**src/rtl/dram_frame_packer.sv**
```systemverilog
// dram_frame_packer: packs 8-bit pixels into 64-bit words and issues per-frame descriptors.
// Optional macro PACKER_PAD_EN: zero-pad short frames up to the described byte count.
module dram_frame_packer #(
    parameter int unsigned NUM_BUFS   = 2,
    parameter logic [31:0] BUF_STRIDE = 32'h0020_0000
) (
    input  logic        fclk,
    input  logic        rst_n,
    input  logic        cfg_enable,
    input  logic [31:0] cfg_base_addr,
    input  logic [31:0] cfg_frame_bytes,
    input  logic [7:0]  pix_data,
    input  logic        pix_valid,
    output logic        pix_ready,
    input  logic        pix_last,
    output logic        wr_frame_valid,
    input  logic        wr_frame_ready,
    output logic [31:0] wr_BUF_ADDR,
    output logic [31:0] wr_FRAME_BYTES,
    output logic [63:0] dout,
    output logic        dout_valid,
    input  logic        dout_ready,
    output logic [1:0]  buf_idx,
    output logic [15:0] frame_count,
    output logic        err_short,
    output logic        err_long
);
    typedef enum logic [2:0] {
        S_IDLE,
        S_DESC,
        S_PACK,
        S_FLUSH,
        S_DRAIN
`ifdef PACKER_PAD_EN
        , S_PAD
`endif
    } state_t;

    state_t      state, next_state;
    logic [31:0] fb_q, bcnt;
    logic [63:0] acc;
    logic [2:0]  lane;
    logic        start, pack_take, pack_load, pad_load;
    logic        complete, set_short, set_long;
    logic        slot_free, full_next;
    logic [31:0] fb_cfg, bcnt_next, buf_off;
    logic [63:0] word;
    logic        unused_ok;

    assign unused_ok = ^cfg_frame_bytes[6:0];
    assign fb_cfg    = {cfg_frame_bytes[31:7], 7'b0};
    assign slot_free = !dout_valid || dout_ready;
    assign bcnt_next = bcnt + 32'd8;
    assign full_next = (bcnt_next == fb_q);
    assign buf_off   = {30'b0, buf_idx} * BUF_STRIDE;
    // Lanes above the current one are still zero, so a mid-word last is zero-filled
    assign word      = acc | ({56'b0, pix_data} << {lane, 3'b000});
    assign wr_frame_valid = (state == S_DESC);

    always_ff @(posedge fclk) begin
        if (!rst_n) state <= S_IDLE;
        else        state <= next_state;
    end

    always_comb begin
        next_state = state;
        pix_ready  = 1'b0;
        start      = 1'b0;
        pack_take  = 1'b0;
        pack_load  = 1'b0;
        pad_load   = 1'b0;
        complete   = 1'b0;
        set_short  = 1'b0;
        set_long   = 1'b0;
        case (state)
            S_IDLE: begin
                if (cfg_enable && fb_cfg != 32'd0) begin
                    start      = 1'b1;
                    next_state = S_DESC;
                end
            end
            S_DESC: begin
                if (wr_frame_ready) next_state = S_PACK;
            end
            S_PACK: begin
                pix_ready = slot_free;
                if (pix_valid && slot_free) begin
                    if (lane == 3'd7 || pix_last) begin
                        pack_load = 1'b1;
                        if (full_next) begin
                            if (pix_last) begin
                                next_state = S_DRAIN;
                            end else begin
                                set_long   = 1'b1;
                                next_state = S_FLUSH;
                            end
                        end else if (pix_last) begin
                            set_short  = 1'b1;
`ifdef PACKER_PAD_EN
                            next_state = S_PAD;
`else
                            next_state = S_DRAIN;
`endif
                        end
                    end else begin
                        pack_take = 1'b1;
                    end
                end
            end
            S_FLUSH: begin
                pix_ready = 1'b1;
                if (pix_valid && pix_last) next_state = S_DRAIN;
            end
`ifdef PACKER_PAD_EN
            S_PAD: begin
                if (slot_free) begin
                    pad_load = 1'b1;
                    if (full_next) next_state = S_DRAIN;
                end
            end
`endif
            S_DRAIN: begin
                // Frame is finished only once its final word has left
                if (slot_free) begin
                    complete   = 1'b1;
                    next_state = S_IDLE;
                end
            end
            default: next_state = S_IDLE;
        endcase
    end

    always_ff @(posedge fclk) begin
        if (!rst_n) begin
            fb_q           <= 32'd0;
            bcnt           <= 32'd0;
            acc            <= 64'd0;
            lane           <= 3'd0;
            wr_BUF_ADDR    <= 32'd0;
            wr_FRAME_BYTES <= 32'd0;
            dout           <= 64'd0;
            dout_valid     <= 1'b0;
            buf_idx        <= 2'd0;
            frame_count    <= 16'd0;
            err_short      <= 1'b0;
            err_long       <= 1'b0;
        end else begin
            if (start) begin
                fb_q           <= fb_cfg;
                wr_BUF_ADDR    <= cfg_base_addr + buf_off;
                wr_FRAME_BYTES <= fb_cfg;
                bcnt           <= 32'd0;
                acc            <= 64'd0;
                lane           <= 3'd0;
            end
            if (pack_load) begin
                dout       <= word;
                dout_valid <= 1'b1;
                bcnt       <= bcnt_next;
                acc        <= 64'd0;
                lane       <= 3'd0;
            end else if (pad_load) begin
                dout       <= 64'd0;
                dout_valid <= 1'b1;
                bcnt       <= bcnt_next;
            end else begin
                if (dout_ready) dout_valid <= 1'b0;
                if (pack_take) begin
                    acc[{lane, 3'b000} +: 8] <= pix_data;
                    lane <= lane + 3'd1;
                end
            end
            if (set_short) err_short <= 1'b1;
            if (set_long)  err_long  <= 1'b1;
            if (complete) begin
                frame_count <= frame_count + 16'd1;
                if ({30'b0, buf_idx} == NUM_BUFS - 32'd1) buf_idx <= 2'd0;
                else                                      buf_idx <= buf_idx + 2'd1;
            end
        end
    end
endmodule
```
**config.mk**
```make
export PLATFORM = sky130hd
export DESIGN_NAME = dram_frame_packer
export DESIGN_NICKNAME = d
export VERILOG_FILES = /design/src/rtl/dram_frame_packer.sv
export SDC_FILE = /design/constraint.sdc
export NUM_CORES = 1
export LEC_CHECK = 0
export BUFFER_PORTS_ARGS = -buffer_cell sky130_fd_sc_hd__buf_2
export CORE_MARGIN = 4
export CORE_UTILIZATION = 55
export CTS_CLUSTER_DIAMETER = 60
export DETAILED_ROUTE_END_ITERATION = 10
export HOLD_SLACK_MARGIN = 0.03
export PLACE_DENSITY = 0.83
export SLEW_MARGIN = 40
export SYNTH_ARGS = -nofsm -noshare
export SYNTH_HDL_FRONTEND = slang
export SYNTH_SLANG_ARGS = --single-unit
```
**constraint.sdc**
```tcl
create_clock -name fclk -period 3.1 [get_ports fclk]
set_clock_uncertainty 0.05 [all_clocks]
set_input_delay 0.155 -clock fclk [delete_from_list [all_inputs] [get_ports fclk]]
set_output_delay 0.155 -clock fclk [all_outputs]
set_load 0.02 [all_outputs]
```
==> results of run 1 <==
sequential cells by signal, indices dropped and copies added, names as in the netlist:
signal,flops
state,3
dout,64
frame_count,16
lane,3
err_short,1
buf_idx,2
wr_BUF_ADDR,32
bcnt,29
wr_FRAME_BYTES,25
err_long,1
dout_valid,1
acc,64
metal layers:
layer,track usage,vias up
met1,0.377,5159
met4,0.111,0
li1,-,5140
met5,0,-
met2,0.475,514
met3,0.0469,111
synth_stat cells (20+ instances only):
cell type | instances | share of area
a21oi_1 | 101 | 0.047
nand2_1 | 138 | 0.048
nor3_1 | 80 | 0.037
nor2_1 | 192 | 0.066
a22oi_1 | 20 | 0.014
xnor2_1 | 36 | 0.029
nand3_1 | 37 | 0.017
and3_1 | 24 | 0.014
a211oi_1 | 77 | 0.053
a32oi_1 | 29 | 0.023
clkbuf_1 | 90 | 0.031
o21ai_0 | 23 | 0.011
dfxtp_1 | 241 | 0.44
xor2_1 | 23 | 0.019
worst reg2reg max path, stage by stage, from the launching register on:
cell and delay (ns):
dfxtp_1 0.39, ha_1 0.22, ha_1 0.24, nor2_1 0.28, nand4_1 0.32, nor3_1 0.36
and2_1 0.40, nor2_1 0.23, a32oi_1 0.26, nor2_1 0.07
logic make-up (layout without fill, tap and decap cells):
kind of cell | count (synthesis) | count (layout) | share of synthesized area
and+or+nand+nor | 582 | 582 | 0.260
AOI/OAI and AO/OA | 295 | 295 | 0.180
adders and majority gates | 12 | 12 | 0.0145
other | 1 | 7 | 0.000346
xor gates and xnor gates | 59 | 59 | 0.0476
buffers and inverters | 127 | 370 | 0.0491
DFF | 241 | 241 | 0.445
muxes | 4 | 4 | 0.00369
worst max-delay path by stage:
| stage | end | slack (ns) | cells after the start |
|---|---|---|---|
| after floorplan | acc[40] | 0.37 | 11 |
| after global placement | err_short | 0.33 | 8 |
| after detailed placement | err_short | 0.29 | 8 |
| after CTS | acc[45] | 0.25 | 9 |
| after global routing | acc[12] | -0.1 | 9 |
| final | acc[45] | 0.16 | 9 |
layout by cell type (no fill, tap or decap), types with 36 or more instances in the layout:
cell type      Yosys  final
a211oi_1          77     77
a21oi_1          101    101
buf_2             18    215
dfxtp_1          241    241
dlygate4sd3_1      0     69
nand2_1          138    136
nand3_1           37     37
nor2_1           192    191
nor3_1            80     80
xnor2_1           36     36
timing repair:
| item | 4_1_cts | 5_1_grt |
|---|---|---|
| hold buffers | 69 | 0 |
| hold endpoints to repair | 80 | 0 |
| setup endpoints to repair | 0 | 22 |
report_power, final:
group	total, mW	internal, mW	switching [mW]
Combinational	1.01	0.357	0.657
Clock	2.98	1.76	1.21
Sequential	3.29	3.21	0.0835
per-stage QoR:
stage          area [µm²]  utilization  hold slack, ns  setup slack (ns)  instances
2_1_floorplan       10900            -           0.241             0.366       1327
3_3_place_gp        12100        0.621           0.346             0.326       1720
3_5_place_dp        12100        0.621           0.351             0.292       1720
4_1_cts             13600        0.699          0.0307             0.246       1835
5_1_grt             13600        0.699          0.0920           -0.0951       1835
6_report            13600        0.699          0.0456             0.158       1835
final cells by class:
class                           instances  area (µm²)  area share
Clock buffer                           39         758      0.0558
Clock inverter                          7        68.8     0.00506
Inverter                                9        36.3     0.00267
Multi-Input combinational cell        959        5550       0.408
Sequential cell                       241        4820       0.355
Tap cell                              265         332      0.0244
Timing Repair Buffer                  315        2020       0.149
==> results.toml, run 1 <==
[min_path]
hold_end = "state[1]"
hold_class = "in -> reg"
holdCritStartpoint = "wr_frame_ready"
worst_hold_path.num_cells = 5

[power]
ir_worst_vdd_v = 0.000374
p_per_area_mw_per_mm2 = 536
cellLeakagePower_nw = 5.52
totalPowerFinal_mw = 7.28

[clock_network]
cts_buffers = 25
cts_resized = 0
insertion_delay_ns = 0.52
cts.sinks = 241
h-tree-depth = 1
clockBufferDepth = 3
clk_pin_slew_ns = 0.06
tritoncts = "done"
cts-root-buf = "clkbuf_16"
post_cts_buffers = 0

[drt]
top_layer = "met4"
antenna_left = 0
route.detailed.drc = 0
drtIter0Drc = 1037
routed_wl_mm = 32.9
wl_met3_mm = 2.48
drt-pass1-iter-count = 5
wl_met2_mm = 15.6
wl_met1_mm = 13.4
via_per_inst = 5.95
vias = 10900
wl_per_cell_um = 17.9

[timing]
period_share = 0.949
totalNegativeSetupSlack_ns = 0
rsz0062_at_grt = "true"
timing_hold_violations_final = 0
fmax_mhz = 340
relSlewSlack = 0.466
setup_violations = 0
slew_violations = 0
worst_slew_pin_slew_ns = 0.800
period_minus_slack_ns = 2.94

[worst_setup_path]
cp-start-kind = "register"
worstPathCellList = "ha_1 -> ha_1 -> nor2_1 -> nand4_1 -> nor3_1 -> and2_1 -> nor2_1 -> a32oi_1 -> nor2_1"
crit_path_start = "lane[1]"
arrival_ns = 3.27
cp_common_cell = "nor2_1"
reg2reg_depth = 9
crit_path_max_fanout = 9
crit_buf_inv = 0
crit_family = "simple AND/OR/NAND/NOR gates"
cp_slowest_cell = "and2_1"
end_kind = "register"
crit_required_ns = 3.43
path_class = "reg -> reg"
rr_startpoint = "lane[1]"
rrSetupSlack_ns = 0.16
slowest_delay_ns = 0.40
r2r_end = "acc[45]"

[global_routing]
grt_pass1_wl_mm = 52.6
antenna_found_initial = 0
grt_usage = 0.287
grt_max_degree = 89
globalRouteOverflowTotal = 0
grt_pass1_vias = 10300

[finish]
nNetsFinal = 1642
diodes = 0
num-fill-cells = 1489
drive_gt1_frac = 0.194
area.growth.synth_to_final_pct = 25.3

[yosys]
synth_seq_cells = 241
yosys_warnings = 0
synth_async_sr_flop_share = 0
synth_edf_count = 0
ys.flop_type = "dfxtp_1"
syn_area_mm2 = 0.0109
synth.distinct_cells = 66
syn_inst = 1321
syn_area_per_cell_um2 = 8.21
seq_area_frac_synth = 0.445

[floorplan]
dieArea_mm2 = 0.0220
rows = 51
chipWidth_um = 148
die_y_um = 148
core_mm2 = 0.0195
ios = 230
start_util = 0.558

[place]
place_congestion = 0.964
port_buffers = 215
hpwl_mm = 21.5

[run_status]
status = "finished clean"

[job]
cap_violations = 0
Power figures use the tool's default switching activity.
==> run 2: changes to the inputs <==
==> constraint.sdc (replaced) <==
create_clock -name fclk -period 3.3 [get_ports fclk]
set_clock_uncertainty 0.05 [all_clocks]
set_input_delay 0.165 -clock fclk [delete_from_list [all_inputs] [get_ports fclk]]
set_output_delay 0.165 -clock fclk [all_outputs]
set_load 0.02 [all_outputs]
==> run 2 against run 1 <==
First-iteration DRC count down 12%. Critical path type unchanged. Register-to-register slack improved by 0.15 ns. Global-route usage rose by 1.2 points. Non-clock buffer count decreased by 10. Die area stayed put. Routed wire length rose by 3.1%. Largest power group is now clock.
==> results.toml, run 2 (synthesis results as in run 1) <==
[worst_setup_path]
reg2reg_depth = 7
end_kind = "register"
arrival_ns = 3.34
cp-endpoint = "err_short"
cp_common_cell = "nand4_1"
worstPathCellList = "nand4_4 -> nor4_2 -> nand4_1 -> xnor2_1 -> a211oi_1 -> nand4_1 -> o311a_1"
cp_slowest_cell = "dfxtp_1"
slowest_delay_ns = 0.58
path_class = "reg -> reg"
rr_startpoint = "bcnt[10]"
cp-start-kind = "register"
crit_path_start = "bcnt[10]"
rrSetupSlack_ns = 0.31
crit_path_max_fanout = 12
r2r_end = "err_short"
crit_required_ns = 3.65

[timing]
timing_hold_violations_final = 0
relSlewSlack = 0.507
period_share = 0.907
hold_slack_ns = 0.0584
setup_violations = 0
totalNegativeSetupSlack_ns = 0
worst_slew_pin_slew_ns = 0.737
period_minus_slack_ns = 2.99
rsz0062_at_grt = "false"
slew_violations = 0
fmax_mhz = 334

[global_routing]
grt_max_degree = 89
grt_pass1_vias = 10700
grt_usage = 0.299
grt_pass1_wl_mm = 54.8
globalRouteOverflowTotal = 0
antenna_found_initial = 2

[power]
seq_power_share = 0.427
p_int_mw = 5.37
p_per_area_mw_per_mm2 = 531
totalPowerFinal_mw = 7.25
ir_worst_vdd_v = 0.000464
cellLeakagePower_nw = 5.55
clkPwrFrac = 0.442
combPwrFrac = 0.131
p_sw_mw = 1.88
swShare = 0.260

[floorplan]
rows = 51
die_y_um = 148
core_mm2 = 0.0195
dieArea_mm2 = 0.0220
start_util = 0.558
chipWidth_um = 148
ios = 230

[place]
place_congestion = 0.919
dp.cells = 1709
hpwl_mm = 21.4
port_buffers = 215

[drt]
vias = 11000
drt-pass1-iter-count = 5
route.detailed.drc = 0
wl_per_cell_um = 18.6
antenna_left = 0
routed_wl_mm = 33.9
via_per_inst = 6.05
drtIter0Drc = 912

[job]
cap_violations = 0

[finish]
num-fill-cells = 1441
mostFrequentLayoutCells = "dfxtp_1, buf_2, nor2_1, nand2_1, a21oi_1"
drive_gt1_frac = 0.194
area.growth.synth_to_final_pct = 26.0
final_cells = 1826
nNetsFinal = 1633
final_common_cell = "dfxtp_1"
largest_registers = "acc (64), dout (64), wr_BUF_ADDR (32)"
final_util = 0.702

[min_path]
hold_class = "in -> reg"

[clock_network]
cts.sinks = 241
tritoncts = "done"
h-tree-depth = 1
cts_buffers = 26
insertion_delay_ns = 0.52
clk_pin_slew_ns = 0.06
clockBufferDepth = 3
cts-root-buf = "clkbuf_16"

[run_status]
status = "finished clean"
==> run 2: changes by cell type in the layout (fill, tap and decap cells not counted), moves of 2 or more <==
cell       delta
clkbuf_1      -5
nor2_1        -2
nor2_2        +2
buf_4        -10
bufinv_16     +4
clkbuf_16     +2
==> run 2: layer usage <==
metal	share of wire	GRT usage	routed length (µm)	up-vias
met5	0.00038	0	13	-
met4	0.050	0.143	1700	2
met3	0.076	0.0545	2560	152
met2	0.48	0.490	16100	533
met1	0.40	0.383	13500	5238
li1	-	-	-	5124
==> run 2: power by group through the flow <==
| stage | registers, mW | clock network [mW] | logic [mW] |
|---|---|---|---|
| floorplan | 3.25 | 0 | 0.447 |
| global placement | 3.15 | 0 | 0.833 |
| detailed placement | 3.15 | 0 | 0.851 |
| CTS | 3.09 | 3.23 | 0.922 |
| global route | 3.11 | 3.36 | 1.02 |
| finish | 3.10 | 3.21 | 0.948 |
==> run 2: how the worst min path moves through the flow <==
stage | start | endpoint | cells after the start
6_report | dout_ready | dout_valid | 3
5_1_grt | cfg_base_addr[22] | wr_BUF_ADDR[22] | 4
4_1_cts | cfg_base_addr[22] | wr_BUF_ADDR[22] | 4
3_5_place_dp | cfg_base_addr[2] | wr_BUF_ADDR[2] | 3
3_3_place_gp | cfg_base_addr[2] | wr_BUF_ADDR[2] | 3
2_1_floorplan | pix_data[0] | acc[0] | 2
==> run 2: what timing repair did <==
action | in CTS | in global routing
buffers inserted | 0 | 2
hold buffers | 68 | 0
resized for setup | 0 | 0
endpoints found under the hold margin | 79 | 0
endpoints found under the setup margin | 0 | 1
==> run 2: layout make-up <==
class / count / area, µm² / area share
Antenna cell: 1 / 2.50 / 0.000183
Clock buffer: 35 / 776 / 0.0568
Clock inverter: 11 / 186 / 0.0136
Inverter: 9 / 36.3 / 0.00265
Multi-Input combinational cell: 959 / 5560 / 0.407
Sequential cell: 241 / 4820 / 0.353
Tap cell: 265 / 332 / 0.0243
Timing Repair Buffer: 305 / 1950 / 0.143
==> run 2: worst max-delay path, delay by kind of cell (launching register included) <==
| kind | cells | cell delay [ns] |
|---|---|---|
| AO/OA/AOI/OAI | 2 | 0.69 |
| XOR/XNOR | 1 | 0.20 |
| flip-flops | 1 | 0.58 |
| AND/OR/NAND/NOR | 4 | 1.34 |
==> run 2: stage by stage <==
| step | worst slack [ns] | cell area (µm²) |
|---|---|---|
| finish | 0.308 | 13700 |
| CTS | 0.221 | 13700 |
| global placement | 0.359 | 12000 |
| global route | 0.0954 | 13700 |
| floorplan | 0.566 | 10900 |
| detailed placement | 0.252 | 12000 |
==> run 3: changes to the inputs <==
--- a/config.mk
+++ b/config.mk
@@ -12,6 +12,7 @@
 export DETAILED_ROUTE_END_ITERATION = 10
 export HOLD_SLACK_MARGIN = 0.03
 export PLACE_DENSITY = 0.83
+export RECOVER_POWER = 100
 export SLEW_MARGIN = 40
 export SYNTH_ARGS = -nofsm -noshare
 export SYNTH_HDL_FRONTEND = slang
==> run 3 against run 2 <==
Setup slack worse by 0.066 ns. Count of clock-buffer cells in the layout stayed put. Hold slack worse by 0.0019 ns. Largest cell class unchanged. Register-to-register slack worse by 0.07 ns. Core utilization is 1.3 points lower.
==> results.toml, run 3 (synthesis results as in run 1) <==
[clock_network]
tritoncts = "done"
insertion_delay_ns = 0.52
h-tree-depth = 1
cts_buffers = 26
clockBufferDepth = 3
cts-root-buf = "clkbuf_16"
cts.sinks = 241
clk_pin_slew_ns = 0.06
cts_resized = 0

[worst_setup_path]
path_class = "reg -> reg"
rrSetupSlack_ns = 0.24
reg2reg_depth = 6
cp-start-kind = "register"
end_kind = "register"
crit_family = "compound AO/OA/AOI/OAI gates"
crit_required_ns = 3.68
crit_buf_inv = 1
r2r_end = "dout[9]"
worstPathCellList = "ha_1 -> ha_1 -> o21ai_1 -> clkbuf_2 -> a211oi_1 -> nor3_1"
slowest_delay_ns = 0.97
crit_path_max_fanout = 33
rr_startpoint = "lane[1]"
cp_common_cell = "ha_1"
arrival_ns = 3.44
cp_slowest_cell = "o21ai_1"

[power]
p_per_area_mw_per_mm2 = 538
totalPowerFinal_mw = 7.22
cellLeakagePower_nw = 4.91
ir_worst_vdd_v = 0.000462

[min_path]
holdCritStartpoint = "pix_last"
worst_hold_path.num_cells = 4
hold_class = "in -> reg"
hold_end = "lane[2]"

[global_routing]
grt_usage = 0.299
globalRouteOverflowTotal = 0
grtUsageMet2 = 0.490
grt_pass1_wl_mm = 54.8
top_usage_layer = "met2"
grtUsageMet3 = 0.0545
grt_max_degree = 89
grt_pass1_vias = 10700
antenna_found_initial = 2
use_met1 = 0.383

[finish]
drive_gt1_frac = 0.0981
area.growth.synth_to_final_pct = 23.7
stdcell_area_mm2 = 0.0134
final_common_cell = "dfxtp_1"
nNetsFinal = 1633
largest_registers = "acc (64), dout (64), wr_BUF_ADDR (32)"
final_util = 0.690
mostFrequentLayoutCells = "dfxtp_1, nor2_1, clkbuf_1, nand2_1, a21oi_1"

[floorplan]
dieArea_mm2 = 0.0220
die_y_um = 148
rows = 51
start_util = 0.558
ios = 230
core_mm2 = 0.0195
chipWidth_um = 148

[place]
port_buffers = 215
placed_cell_area_mm2 = 0.0120
hpwl_mm = 21.4
place_congestion = 0.919

[drt]
wl_per_cell_um = 18.6
vias = 11100
via_per_inst = 6.08
drt-pass1-iter-count = 5
drtIter0Drc = 1042
route.detailed.drc = 0
routed_wl_mm = 33.9
antenna_left = 0

[timing]
rsz0062_at_grt = "false"
setup_violations = 0
hold_slack_ns = 0.0565
relSlewSlack = 0.154
period_minus_slack_ns = 3.06
worst_slew_pin_slew_ns = 1.26
slew_violations = 0
fmax_mhz = 327
period_share = 0.927
totalNegativeSetupSlack_ns = 0
timing_hold_violations_final = 0

[run_status]
status = "finished clean"

[job]
cap_violations = 0
==> run 3: cell count changes in the layout (fill, tap and decap cells not counted), sizes merged <==
| cell | delta |
|---|---|
| buf | -154 |
| clkbuf | +154 |
==> run 3: layer usage <==
layer  vias up  routed length (µm)
li1       5127                   -
met1      5221               13500
met2       578               16100
met3       169                2550
met4         2                1740
met5         -                  13
==> run 3: worst max-delay path by stage <==
stage                     startpoint        end  slack [ns]  cells past startpoint
after floorplan              lane[0]    acc[40]        0.57                     11
after global placement       bcnt[3]  err_short        0.36                      8
after detailed placement     bcnt[3]  err_short        0.25                      8
after CTS                    bcnt[3]  err_short        0.22                      8
after global routing         lane[0]    acc[37]        0.05                      9
final                        lane[1]    dout[9]        0.24                      6
==> run 3: layout make-up <==
cell class / count / area, µm²
inverter: 9 / 33.8
clock buffer: 35 / 776
clock inverter: 11 / 186
tap: 265 / 332
antenna: 1 / 2.50
sequential: 241 / 4820
multi-input combinational: 959 / 5530
fill: 1543 / 6040
timing repair buffer: 305 / 1740
==> run 3: power breakdown <==
group	internal [mW]	leakage [nW]	switching, mW	total (mW)
combinational	0.296	2.48	0.620	0.916
clock	2.03	0.475	1.17	3.21
sequential	3.01	1.95	0.0882	3.10
total	5.34	4.91	1.88	7.22
==> run 3: metrics by stage <==
stage          instances  setup WS, ns
2_1_floorplan       1327         0.566
3_5_place_dp        1709         0.252
3_3_place_gp        1708         0.359
4_1_cts             1823         0.221
6_report            1826         0.242
5_1_grt             1826        0.0516
==> run 3: repair_timing <==
action | in CTS | in global routing
setup buffers | 0 | 2
hold endpoints to repair | 79 | 0
setup endpoints to repair | 0 | 1
hold buffers | 68 | 0
==> run 3: worst min-delay path: stages <==
cell     delay (ns)
buf_2          0.16
nor3_1         0.12
nand2_1        0.08
a21oi_1        0.05
